`config.mk`:
```
export PLATFORM = sky130hd
export DESIGN_NAME = decode_stage
export DESIGN_NICKNAME = d
export VERILOG_FILES = /design/src/rtl/decode_stage.sv
export SDC_FILE = /design/constraint.sdc
export NUM_CORES = 1
export LEC_CHECK = 0
export CORE_MARGIN = 2
export CORE_UTILIZATION = 50
export CTS_CLUSTER_DIAMETER = 100
export CTS_CLUSTER_SIZE = 20
export DETAILED_ROUTE_END_ITERATION = 10
export PLACE_DENSITY = 0.95
export SLEW_MARGIN = 5
export SYNTH_ARGS = -nofsm -noshare
export SYNTH_HDL_FRONTEND = slang
export SYNTH_SLANG_ARGS = --single-unit
```
`constraint.sdc`:
```
create_clock -name clk -period 5.3 [get_ports clk]
set_input_delay 1.06 -clock clk [delete_from_list [all_inputs] [get_ports clk]]
set_output_delay 1.06 -clock clk [all_outputs]
set_load 0.1 [all_outputs]
```
`src/rtl/decode_stage.sv`:
```
// decode_stage: registered instruction decode with valid/ready handshake, load-use bubble, flush and stall counter
//   clk, rst_n            clock, asynchronous active-low reset
//   in_valid/in_ready     upstream handshake, instr is the incoming word
//   flush                 drop the held bundle and refuse input this cycle
//   out_valid/out_ready   downstream handshake for the decoded bundle
//   out_*                 registered fields and controls of the bundle
//   stall_cnt             saturating count of load-use stall cycles
module decode_stage #(
  parameter int IW   = 16,
  parameter int OPW  = 4,
  parameter int REGW = 3,
  parameter int IMMW = 6,
  parameter int JMPW = 8,
  parameter int CNTW = 16
) (
  input  logic            clk,
  input  logic            rst_n,
  input  logic            in_valid,
  output logic            in_ready,
  input  logic [IW-1:0]   instr,
  input  logic            flush,
  output logic            out_valid,
  input  logic            out_ready,
  output logic [OPW-1:0]  out_opcode,
  output logic [REGW-1:0] out_rd,
  output logic [REGW-1:0] out_rs1,
  output logic [REGW-1:0] out_rs2,
  output logic [IMMW-1:0] out_imm,
  output logic [JMPW-1:0] out_jump_addr,
  output logic            out_pc_sel,
  output logic            out_src2_sel,
  output logic            out_wb_sel,
  output logic            out_reg_we,
  output logic            out_mem_we,
  output logic            out_illegal,
  output logic [CNTW-1:0] stall_cnt
);
  logic [OPW-1:0]  op;
  logic [REGW-1:0] rd, rs1, rs2;
  logic            is_r, is_i, is_ld, is_st, is_j, is_ill;
  logic            rd_rd, rs1_rd, rs2_rd, hazard, accept;
  logic            valid_d, valid_q;
  logic [OPW-1:0]  opcode_d, opcode_q;
  logic [REGW-1:0] rd_d, rd_q, rs1_d, rs1_q, rs2_d, rs2_q;
  logic [IMMW-1:0] imm_d, imm_q;
  logic [JMPW-1:0] jmp_d, jmp_q;
  logic            pc_sel_d, pc_sel_q, src2_d, src2_q, wb_d, wb_q;
  logic            reg_we_d, reg_we_q, mem_we_d, mem_we_q, ill_d, ill_q;
  logic [CNTW-1:0] cnt_d, cnt_q;

  always_comb begin
    op     = instr[OPW-1:0];
    rd     = instr[OPW+REGW-1:OPW];
    rs1    = instr[OPW+2*REGW-1:OPW+REGW];
    rs2    = instr[OPW+3*REGW-1:OPW+2*REGW];
    is_r   = op <= OPW'(4);
    is_i   = (op == OPW'(5)) | (op == OPW'(6));
    is_ld  = op == OPW'(7);
    is_st  = op == OPW'(8);
    is_j   = op == OPW'(9);
    is_ill = op >= OPW'(10);
    // the store data operand lives in the rd field
    rs1_rd = is_r | is_i | is_ld | is_st;
    rs2_rd = is_r;
    rd_rd  = is_st;
    hazard = in_valid & valid_q & wb_q &
             ((rs1_rd & (rs1 == rd_q)) | (rs2_rd & (rs2 == rd_q)) | (rd_rd & (rd == rd_q)));
    in_ready = (!valid_q | out_ready) & !hazard & !flush;
    accept   = in_valid & in_ready;
    // flush forces in_ready low, so it also blocks accept here
    valid_d  = accept | (valid_q & !out_ready & !flush);
    opcode_d = accept ? op : opcode_q;
    rd_d     = accept ? rd : rd_q;
    rs1_d    = accept ? rs1 : rs1_q;
    rs2_d    = accept ? rs2 : rs2_q;
    imm_d    = accept ? ((is_i | is_ld | is_st) ? instr[IW-1:IW-IMMW] : '0) : imm_q;
    jmp_d    = accept ? (is_j ? instr[OPW+JMPW-1:OPW] : '0) : jmp_q;
    pc_sel_d = accept ? is_j : pc_sel_q;
    src2_d   = accept ? (is_i | is_ld | is_st) : src2_q;
    wb_d     = accept ? is_ld : wb_q;
    reg_we_d = accept ? (is_r | is_i | is_ld) : reg_we_q;
    mem_we_d = accept ? is_st : mem_we_q;
    ill_d    = accept ? is_ill : ill_q;
    cnt_d    = (hazard & !flush & ~&cnt_q) ? cnt_q + 1'b1 : cnt_q;
  end

  always_ff @(posedge clk or negedge rst_n) begin
    if (!rst_n) begin
      valid_q  <= 1'b0;
      opcode_q <= '0;
      rd_q     <= '0;
      rs1_q    <= '0;
      rs2_q    <= '0;
      imm_q    <= '0;
      jmp_q    <= '0;
      pc_sel_q <= 1'b0;
      src2_q   <= 1'b0;
      wb_q     <= 1'b0;
      reg_we_q <= 1'b0;
      mem_we_q <= 1'b0;
      ill_q    <= 1'b0;
      cnt_q    <= '0;
    end else begin
      valid_q  <= valid_d;
      opcode_q <= opcode_d;
      rd_q     <= rd_d;
      rs1_q    <= rs1_d;
      rs2_q    <= rs2_d;
      imm_q    <= imm_d;
      jmp_q    <= jmp_d;
      pc_sel_q <= pc_sel_d;
      src2_q   <= src2_d;
      wb_q     <= wb_d;
      reg_we_q <= reg_we_d;
      mem_we_q <= mem_we_d;
      ill_q    <= ill_d;
      cnt_q    <= cnt_d;
    end
  end

  assign out_valid     = valid_q;
  assign out_opcode    = opcode_q;
  assign out_rd        = rd_q;
  assign out_rs1       = rs1_q;
  assign out_rs2       = rs2_q;
  assign out_imm       = imm_q;
  assign out_jump_addr = jmp_q;
  assign out_pc_sel    = pc_sel_q;
  assign out_src2_sel  = src2_q;
  assign out_wb_sel    = wb_q;
  assign out_reg_we    = reg_we_q;
  assign out_mem_we    = mem_we_q;
  assign out_illegal   = ill_q;
  assign stall_cnt     = cnt_q;
endmodule
```
==> metrics.log, run 1 <==
[metrics] H-tree depth: 2
[metrics] Via Count: 1797
[metrics] register bit total from synthesis: 50
[metrics] Overall Global Routing Usage: 0.216
[metrics] post-route fraction of the period consumed by the critical path: 0.734
[metrics] final count of hold timing violations: 0
[metrics] layout cell share with drive strength beyond 1: 0.142
[metrics] number of remaining DRC errors: 0
[metrics] total overflow reported by the global router: 0
[metrics] total number of yosys warnings: 0
[metrics] final WL: 5400 um
[metrics] drt pass-1 iters: 4
[metrics] Worst Hold Class: reg -> reg
[metrics] Post-layout nets: 282
[metrics] number of antenna cells inserted: 0
[metrics] Yosys top cell area share: 0.525
[metrics] worst clock skew on the final layout: 0.00792 ns
[metrics] final estimated routing congestion in global placement: 0.874
[metrics] antenna-violating nets left: 0
[metrics] number of enable flip-flop cells after synthesis: 0
[metrics] Peak Freq: 0.257 GHz
[metrics] clock-pin slew on the worst setup and hold paths: 0.09 ns
[metrics] width of the die: ~73 um
[metrics] CP Launch Type: primary input
[metrics] synthesized netlist net count: 210
[metrics] endpoint class of the critical path: primary output
[metrics] number of clock sinks: 50
[metrics] Unique masters post-synth: 41
[metrics] measured slew at the worst slew-check pin: 1.09 ns
[metrics] switching power: around 0.44 mW
[metrics] combinational share of power: 0.365
[metrics] deepest clock path buffer count: 2
[metrics] # fillers: about 340
[metrics] final std cell area, no fill: around 3200 um2
[metrics] vias per cell: 5.70
[metrics] Seq pwr share: 0.395
[metrics] first-pass GRT wire length: ~9000 um
[metrics] total standard cell area after synthesis: 2380 um2
[metrics] count of max-cap constraint violations: 0
[metrics] Worst Hold Slack: 0.486 ns
[metrics] number of max-slew violations in the final report: 0
[metrics] number of instances in the synthesized netlist: 188
[metrics] signed area change from the synthesized netlist to the final layout: 34.9%
[metrics] number of antenna violations at the first check in global routing: 0
[metrics] Internal Power: 0.658 mW
[metrics] CP required: 4.24 ns
[metrics] average cell area after synthesis: between 10 and 15 um2
[metrics] Gates resized, CTS repair: 0
[metrics] CTS Buf Count: 5
[metrics] path type of the worst setup path: in -> out
[metrics] total of endpoints with negative setup slack in the final report: 0
[metrics] final worst path period need: between 3 and 4 ns
[metrics] tightest slew margin relative to the limit: 0.276
[metrics] DIE AREA: roughly 5300 um2
[metrics] async set or reset register ratio after synthesis: 1.00
[metrics] Post-CTS Repair Setup Buffers: 0
[metrics] share of the yosys chip area belonging to registers: 0.525
[metrics] RSZ-0062 raised after global routing: no
[metrics] I/O pins: 72
[metrics] Sw Share: 0.402
[metrics] via count of the first global-routing pass: 1826
[metrics] Detailed Place HPWL: 3890 um
[metrics] post-synth top area cell: sky130_fd_sc_hd__dfrtp_1
[metrics] top area cells in the synthesized netlist: sky130_fd_sc_hd__dfrtp_1, sky130_fd_sc_hd__mux2_4, sky130_fd_sc_hd__xnor2_1, sky130_fd_sc_hd__a22o_1, sky130_fd_sc_hd__xor2_1
[metrics] starting utilization of the core area: 0.511
[metrics] total number of placement rows: 25
[metrics] Clock Latency Late Sink: 0.30 ns
[metrics] fraction of power consumed by the clock network: 0.240
[metrics] Max IR drop VDD: 0.285 mV
[metrics] area of the core: 4660 um2
[metrics] cts-stage hold buffer count: 0
[metrics] Lkg Pwr: 1.38 nW
[metrics] critical path data arrival time: 2.83 ns
[metrics] sum of negative setup slack: 0 ns
[metrics] power density of the placed cells: approximately 340 nW/um2
[metrics] largest fanout of any net on the critical path: 9
[metrics] status: finished, final reports clean
[metrics] area after detailed placement: between 3000 and 4000 um2
[metrics] clock root buffer: sky130_fd_sc_hd__clkbuf_8
[metrics] number of buffer cells added on primary ports: 71
[metrics] largest net degree at the start of global routing: 51
[metrics] CTS tree: done
[metrics] ys flop type: sky130_fd_sc_hd__dfrtp_1
[metrics] height of the die: 73.0 um
[metrics] Routed WL per cell: about 17 um
[metrics] number of DRC violations after detailed-routing iteration 0: 265
==> layout by cell type, fill, tap and decap left out, types with 2 or more instances in the layout <==
cell / instances
sky130_fd_sc_hd__clkdlybuf4s50_1: 69
sky130_fd_sc_hd__dfrtp_1: 50
sky130_fd_sc_hd__xnor2_1: 15
sky130_fd_sc_hd__a22o_1: 14
sky130_fd_sc_hd__mux2_4: 12
sky130_fd_sc_hd__xor2_1: 9
sky130_fd_sc_hd__nand4_1: 9
sky130_fd_sc_hd__nand3_1: 9
sky130_fd_sc_hd__nand2_1: 8
sky130_fd_sc_hd__nor2_1: 5
sky130_fd_sc_hd__o21ai_0: 5
sky130_fd_sc_hd__nor4_1: 5
sky130_fd_sc_hd__clkbuf_8: 5
sky130_fd_sc_hd__nand2b_1: 4
sky130_fd_sc_hd__nor3_1: 4
sky130_fd_sc_hd__mux2_2: 4
sky130_fd_sc_hd__nor3_2: 2
sky130_fd_sc_hd__nor2b_1: 2
sky130_fd_sc_hd__nor4b_2: 2
sky130_fd_sc_hd__a21o_1: 2
sky130_fd_sc_hd__clkinv_2: 2
==> state kept, by name, summed over array words and instances (netlist names), 3 cells and up <==
signal / flops
out_rs1: 3
out_jump_addr: 8
out_rd: 3
out_imm: 6
stall_cnt: 16
out_opcode: 4
out_rs2: 3
==> synthesized netlist by cell type (2+ instances only) <==
master and instances:
sky130_fd_sc_hd__nor2b_1 2, sky130_fd_sc_hd__nor2_1 5, sky130_fd_sc_hd__nor4_1 5, sky130_fd_sc_hd__a22o_1 14, sky130_fd_sc_hd__buf_6 3, sky130_fd_sc_hd__o21ai_0 5
sky130_fd_sc_hd__nor3_2 2, sky130_fd_sc_hd__a21o_1 2, sky130_fd_sc_hd__buf_2 3, sky130_fd_sc_hd__nand2b_1 4, sky130_fd_sc_hd__nand4_1 9, sky130_fd_sc_hd__dfrtp_1 50
sky130_fd_sc_hd__nor4b_2 2, sky130_fd_sc_hd__mux2_2 4, sky130_fd_sc_hd__xor2_1 9, sky130_fd_sc_hd__xnor2_1 15, sky130_fd_sc_hd__nor3_1 4, sky130_fd_sc_hd__mux2_4 12
sky130_fd_sc_hd__nand2_1 8, sky130_fd_sc_hd__nand3_1 9
==> power groups by stage <==
stage,Combinational [mW],Clock [mW],Sequential (mW)
global route,0.418,0.285,0.438
global placement,0.399,0,0.440
detailed placement,0.404,0,0.440
floorplan,0.0894,0,0.651
CTS,0.405,0.271,0.434
finish,0.402,0.264,0.435
==> worst max-delay path: stages <==
cell and delay, ns:
sky130_fd_sc_hd__clkdlybuf4s50_1 0.56, sky130_fd_sc_hd__o31ai_2 0.37, sky130_fd_sc_hd__nand3_4 0.18, sky130_fd_sc_hd__o21ba_2 0.34
sky130_fd_sc_hd__a211oi_1 0.09, sky130_fd_sc_hd__buf_4 0.24
==> metrics by stage <==
stage          std cells  total power [mW]   util  worst slack (ns)
2_1_floorplan        188             0.740      -             0.273
3_3_place_gp         307             0.839  0.666              1.42
3_5_place_dp         307             0.845  0.666              1.40
4_1_cts              315              1.11  0.689              1.39
5_1_grt              315              1.14  0.689              1.29
6_report             315              1.10  0.689              1.41
==> cells by family (layout without fill, tap and decap cells) <==
| family | Yosys count | in the layout | share of synthesized area |
|---|---|---|---|
| adder cells (fa/ha/maj) | 1 | 1 | 0.00525 |
| AND/OR/NAND/NOR | 60 | 60 | 0.157 |
| XOR/XNOR | 24 | 24 | 0.0882 |
| AO/OA/AOI/OAI | 30 | 30 | 0.108 |
| multiplexers | 16 | 16 | 0.0945 |
| flip-flops | 50 | 50 | 0.525 |
| buffers and inverters | 7 | 80 | 0.0221 |
==> metal layers <==
metal	wire length [um]	track usage	up-vias
met1	2260	0.264	886
met5	0	0	-
li1	-	-	829
met2	2700	0.345	72
met4	102	0.0967	0
met3	343	0.0732	10
==> final timing paths <==
kind | endpoint | from | slack (ns) | cells after the start
hold / removal | out_pc_sel | out_pc_sel | 0.49 | 1
setup / recovery | in_ready | instr[1] | 1.41 | 6
hold reg to reg | out_pc_sel | out_pc_sel | 0.49 | 1
min in group asynchronous | out_valid | rst_n | 0.95 | 1
max in group asynchronous | stall_cnt[14] | rst_n | 3.68 | 1
setup reg to reg | out_rs1[2] | out_rd[0] | 2.80 | 6
==> layout make-up <==
type	instances	area [um2]	share of cell area
sequential	50	1250	0.389
timing repair buffer	71	703	0.219
clock buffer	5	68.8	0.0214
clock inverter	3	40.0	0.0125
tap	54	67.6	0.0210
multi-input combinational	131	1080	0.336
inverter	1	3.75	0.00117
No activity file was read; power rests on OpenSTA's default activity.
==> inputs of run 2 (changes only) <==
CORE_UTILIZATION = 47   (was 50)
PLACE_DENSITY = 0.91   (was 0.95)
clock period = 3.85 ns   (was 5.3 ns; I/O delays follow)
==> metrics.log, run 2 (same netlist as run 1, synthesis figures left out) <==
[metrics] total of endpoints with negative setup slack in the final report: 0
[metrics] area of the core: slightly below 5000 um2
[metrics] total overflow reported by the global router: 0
[metrics] CP required: 3.08 ns
[metrics] vias per cell: about 5.4
[metrics] via count of the first global-routing pass: 1688
[metrics] largest net degree at the start of global routing: 51
[metrics] most common cell after layout, fill and taps aside: sky130_fd_sc_hd__clkdlybuf4s50_1
[metrics] Placed Cells: 322
[metrics] CTS tree: done
[metrics] area after detailed placement: 3150 um2
[metrics] antenna-violating nets left: 0
[metrics] Routed WL per cell: 16.3 um
[metrics] number of DRC violations after detailed-routing iteration 0: 174
[metrics] final worst path period need: 3.32 ns
[metrics] number of remaining DRC errors: 0
[metrics] count of max-cap constraint violations: 0
[metrics] measured slew at the worst slew-check pin: 1.07 ns
[metrics] post-place setup slack: 0.536 ns
[metrics] layout cell share with drive strength beyond 1: 0.148
[metrics] Lkg Pwr: 1.39 nW
[metrics] height of the die: ~75 um
[metrics] Worst Hold Slack: 0.496 ns
[metrics] deepest clock path buffer count: 2
[metrics] final std cell area, no fill: about 3300 um2
[metrics] H-tree depth: 2
[metrics] number of max-slew violations in the final report: 0
[metrics] final estimated routing congestion in global placement: 0.883
[metrics] cts-stage hold buffer count: 0
[metrics] number of antenna cells inserted: 0
[metrics] commonest cells after routing, fill and taps aside: sky130_fd_sc_hd__clkdlybuf4s50_1, sky130_fd_sc_hd__dfrtp_1, sky130_fd_sc_hd__xnor2_1, sky130_fd_sc_hd__a22o_1, sky130_fd_sc_hd__mux2_4
[metrics] total number of placement rows: 25
[metrics] path type of the worst setup path: in -> out
[metrics] post-route fraction of the period consumed by the critical path: 0.864
[metrics] CP Launch Type: primary input
[metrics] width of the die: 75.2 um
[metrics] Clock Latency Late Sink: about 0.3 ns
[metrics] largest fanout of any net on the critical path: 9
[metrics] Peak Freq: 0.301 GHz
[metrics] final count of hold timing violations: 0
[metrics] status: finished, final reports clean
[metrics] power density of the placed cells: 465 nW/um2
[metrics] signed area change from the synthesized netlist to the final layout: 37.0%
[metrics] Via Count: 1778
[metrics] endpoint class of the critical path: primary output
[metrics] drt pass-1 iters: 4
[metrics] Post-CTS Repair Setup Buffers: 0
[metrics] Post-layout nets: 284
[metrics] tightest slew margin relative to the limit: 0.283
[metrics] clock root buffer: sky130_fd_sc_hd__clkbuf_8
[metrics] Worst Hold Class: reg -> reg
[metrics] number of clock sinks: 50
[metrics] number of antenna violations at the first check in global routing: 0
[metrics] I/O pins: 72
[metrics] Gates resized, CTS repair: 0
[metrics] Max IR drop VDD: ~0.34 mV
[metrics] final standard cell count with taps included and fillers excluded: 330
[metrics] RSZ-0062 raised after global routing: no
[metrics] critical path data arrival time: 2.55 ns
[metrics] Detailed Place HPWL: 3890 um
[metrics] Overall Global Routing Usage: 0.196
[metrics] final WL: 5380 um
[metrics] sum of negative setup slack: 0 ns
[metrics] CTS Buf Count: 5
[metrics] clock-pin slew on the worst setup and hold paths: 0.09 ns
[metrics] worst setup margin: 0.525 ns
[metrics] max reg flops: 16
[metrics] starting utilization of the core area: 0.495
[metrics] DIE AREA: 5650 um2
[metrics] worst clock skew on the final layout: 0.00775 ns
[metrics] number of buffer cells added on primary ports: 71
[metrics] first-pass GRT wire length: between 8000 and 9000 um
==> run 2: changes by cell type in the layout (fill, tap and decap cells not counted) <==
cell                         change
sky130_fd_sc_hd__clkinv_2        -2
sky130_fd_sc_hd__a211oi_1        -1
sky130_fd_sc_hd__clkbuf_1        +1
sky130_fd_sc_hd__clkinvlp_4      +1
sky130_fd_sc_hd__buf_4           +1
sky130_fd_sc_hd__a211oi_2        +1
sky130_fd_sc_hd__buf_12          +1
==> run 2: final timing paths <==
check	to	slack, ns	cells after the start	startpoint
setup / recovery	in_ready	0.53	6	instr[0]
hold / removal	out_illegal	0.50	1	out_illegal
setup reg to reg	out_rd[2]	1.67	7	out_rd[2]
hold reg to reg	out_illegal	0.50	1	out_illegal
max in group asynchronous	out_rd[0]	2.54	1	rst_n
min in group asynchronous	stall_cnt[15]	0.65	1	rst_n
==> run 2: through the flow <==
| stage | util | power [mW] |
|---|---|---|
| global placement | 0.655 | 1.16 |
| floorplan | - | 1.02 |
| detailed placement | 0.655 | 1.16 |
| finish | 0.677 | 1.52 |
| CTS | 0.677 | 1.53 |
| global route | 0.677 | 1.57 |
==> run 2: area by class of cell <==
| type | count | area [um2] |
|---|---|---|
| fill | 373 | 1550 |
| sequential | 50 | 1250 |
| multi-input combinational | 131 | 1080 |
| timing repair buffer | 73 | 731 |
| tap | 67 | 83.8 |
| clock buffer | 6 | 72.6 |
| clock inverter | 2 | 37.5 |
| inverter | 1 | 3.75 |
==> run 2: critical path, cell delays in order <==
cell and delay, ns:
sky130_fd_sc_hd__clkdlybuf4s50_1 0.54, sky130_fd_sc_hd__o31ai_2 0.38, sky130_fd_sc_hd__nand3_4 0.19, sky130_fd_sc_hd__o21ba_2 0.36
sky130_fd_sc_hd__a211oi_2 0.12, sky130_fd_sc_hd__buf_12 0.18
==> run 2: metal layers <==
layer / share of wire / up-vias / wire length (um) / GRT usage
met5: 0 / - / 0 / 0
met4: 0.011 / 0 / 59 / 0.0585
met3: 0.058 / 6 / 311 / 0.0469
met2: 0.49 / 63 / 2640 / 0.311
met1: 0.44 / 868 / 2370 / 0.269
li1: - / 841 / - / -
==> run 2: report_power, final <==
group | switching [mW] | internal, mW
Clock | 0.170 | 0.194
Sequential | 0.0331 | 0.564
Combinational | 0.403 | 0.153
Total | 0.606 | 0.911
==> inputs of run 3 (changes only) <==
CORE_UTILIZATION = 50   (was 47)
PLACE_DENSITY = 0.95   (was 0.91)
clock period = 4.2 ns   (was 3.85 ns; I/O delays follow)
==> metrics.log, run 3 (same netlist as run 1, synthesis figures left out) <==
[metrics] count of max-cap constraint violations: 0
[metrics] total overflow reported by the global router: 0
[metrics] CTS tree: done
[metrics] drt pass-1 iters: 4
[metrics] H-tree depth: 2
[metrics] number of antenna cells inserted: 0
[metrics] Max IR drop VDD: 0.263 mV
[metrics] Clock Latency Late Sink: 0.30 ns
[metrics] via count of the first global-routing pass: approximately 1800
[metrics] Post-layout nets: 284
[metrics] path type of the worst setup path: in -> out
[metrics] Overall Global Routing Usage: 0.206
[metrics] largest fanout of any net on the critical path: 6
[metrics] Gates resized, CTS repair: 0
[metrics] worst clock skew on the final layout: between 0.01 and 0.015 ns
[metrics] CP required: 3.36 ns
[metrics] number of DRC violations after detailed-routing iteration 0: about 150
[metrics] number of max-slew violations in the final report: 0
[metrics] signed area change from the synthesized netlist to the final layout: 35.7%
[metrics] count of buffering cells on the critical path with inverters included: 2
[metrics] layout cell share with drive strength beyond 1: 0.152
[metrics] Peak Freq: 0.291 GHz
[metrics] CTS Buf Count: 5
[metrics] Via Count: 1766
[metrics] DIE AREA: 5330 um2
[metrics] deepest clock path buffer count: 2
[metrics] final worst path period need: 3.43 ns
[metrics] max reg flops: 16
[metrics] power density of the placed cells: 417 nW/um2
[metrics] Detailed Place HPWL: 3810 um
[metrics] number of clock sinks: 50
[metrics] final estimated routing congestion in global placement: between 0.8 and 0.9
[metrics] area of the core: 4660 um2
[metrics] largest stage delay on the critical path: 0.53 ns
[metrics] cells along the critical path: clkdlybuf4s50_1 -> xor2_1 -> o31ai_4 -> o21ba_2 -> a211oi_2 -> buf_12
[metrics] Worst Hold Class: reg -> reg
[metrics] cts-stage hold buffer count: 0
[metrics] antenna-violating nets left: 0
[metrics] CP max stage cell: sky130_fd_sc_hd__clkdlybuf4s50_1
[metrics] family with the most delay on the worst path: buffers and inverters
[metrics] number of buffer cells added on primary ports: 71
[metrics] first-pass GRT wire length: 8450 um
[metrics] status: finished, final reports clean
[metrics] sum of negative setup slack: 0 ns
[metrics] number of antenna violations at the first check in global routing: 0
[metrics] starting utilization of the core area: 0.511
[metrics] endpoint class of the critical path: primary output
[metrics] critical path data arrival time: 2.59 ns
[metrics] I/O pins: a little over 70
[metrics] measured slew at the worst slew-check pin: 1.05 ns
[metrics] CP Launch Type: primary input
[metrics] clock root buffer: sky130_fd_sc_hd__clkbuf_8
[metrics] RSZ-0062 raised after global routing: no
[metrics] post-route fraction of the period consumed by the critical path: 0.817
[metrics] clock-pin slew on the worst setup and hold paths: 0.08 ns
[metrics] vias per cell: 5.57
[metrics] Post-CTS Repair Setup Buffers: 0
[metrics] final count of hold timing violations: 0
[metrics] most common cell after layout, fill and taps aside: sky130_fd_sc_hd__clkdlybuf4s50_1
[metrics] total of endpoints with negative setup slack in the final report: 0
[metrics] Routed WL per cell: 16.5 um
[metrics] tightest slew margin relative to the limit: 0.300
[metrics] number of remaining DRC errors: 0
[metrics] width of the die: 73.0 um
[metrics] Lkg Pwr: 1.38 nW
[metrics] total number of placement rows: 25
[metrics] final WL: 5220 um
[metrics] # fillers: 326
[metrics] commonest cells after routing, fill and taps aside: sky130_fd_sc_hd__clkdlybuf4s50_1, sky130_fd_sc_hd__dfrtp_1, sky130_fd_sc_hd__xnor2_1, sky130_fd_sc_hd__a22o_1, sky130_fd_sc_hd__mux2_4
[metrics] height of the die: around 73 um
[metrics] largest net degree at the start of global routing: 51
[metrics] total design power: 1.35 mW
run 3: changes by cell type in the layout (fill, tap and decap cells not counted), sizes merged:
cell	before	now
bufinv	1	0
clkinv	0	1
run 3: final timing paths:
check / startpoint / endpoint / slack (ns) / depth (start not counted)
hold reg to reg: out_pc_sel / out_pc_sel / 0.49 / 1
setup / recovery: instr[8] / in_ready / 0.77 / 6
max in group asynchronous: rst_n / out_jump_addr[2] / 2.82 / 1
min in group asynchronous: rst_n / out_opcode[1] / 0.72 / 1
hold / removal: out_pc_sel / out_pc_sel / 0.49 / 1
setup reg to reg: out_rd[1] / out_opcode[3] / 1.86 / 5
run 3: through the flow:
stage | setup WS, ns | std cells | cell area, um2 | util | hold slack (ns)
final | 0.767 | 317 | 3230 | 0.693 | 0.491
after global placement | 0.773 | 309 | 3140 | 0.673 | 0.461
after global routing | 0.676 | 317 | 3230 | 0.693 | 0.499
after floorplan | 0.405 | 188 | 2390 | - | 0.544
after detailed placement | 0.772 | 309 | 3140 | 0.673 | 0.465
after CTS | 0.760 | 317 | 3230 | 0.693 | 0.495
run 3: layer usage:
metal,part of all wire,global-route usage
met5,0,0
met1,0.43,0.277
met2,0.49,0.332
met3,0.070,0.0566
met4,0.0084,0.0514
run 3: report_power, final:
part	total (mW)	leakage (nW)	switching (mW)	internal, mW
combinational	0.512	0.679	0.371	0.141
clock	0.287	0.0472	0.155	0.133
sequential	0.547	0.655	0.0296	0.517
total	1.35	1.38	0.555	0.791
run 3: layout make-up:
type	count	area (um2)	area share
Inverter	1	3.75	0.00116
Sequential cell	50	1250	0.387
Tap cell	54	67.6	0.0209
Clock inverter	2	12.5	0.00387
Multi-Input combinational cell	131	1080	0.335
Clock buffer	6	82.6	0.0256
Timing Repair Buffer	73	731	0.226
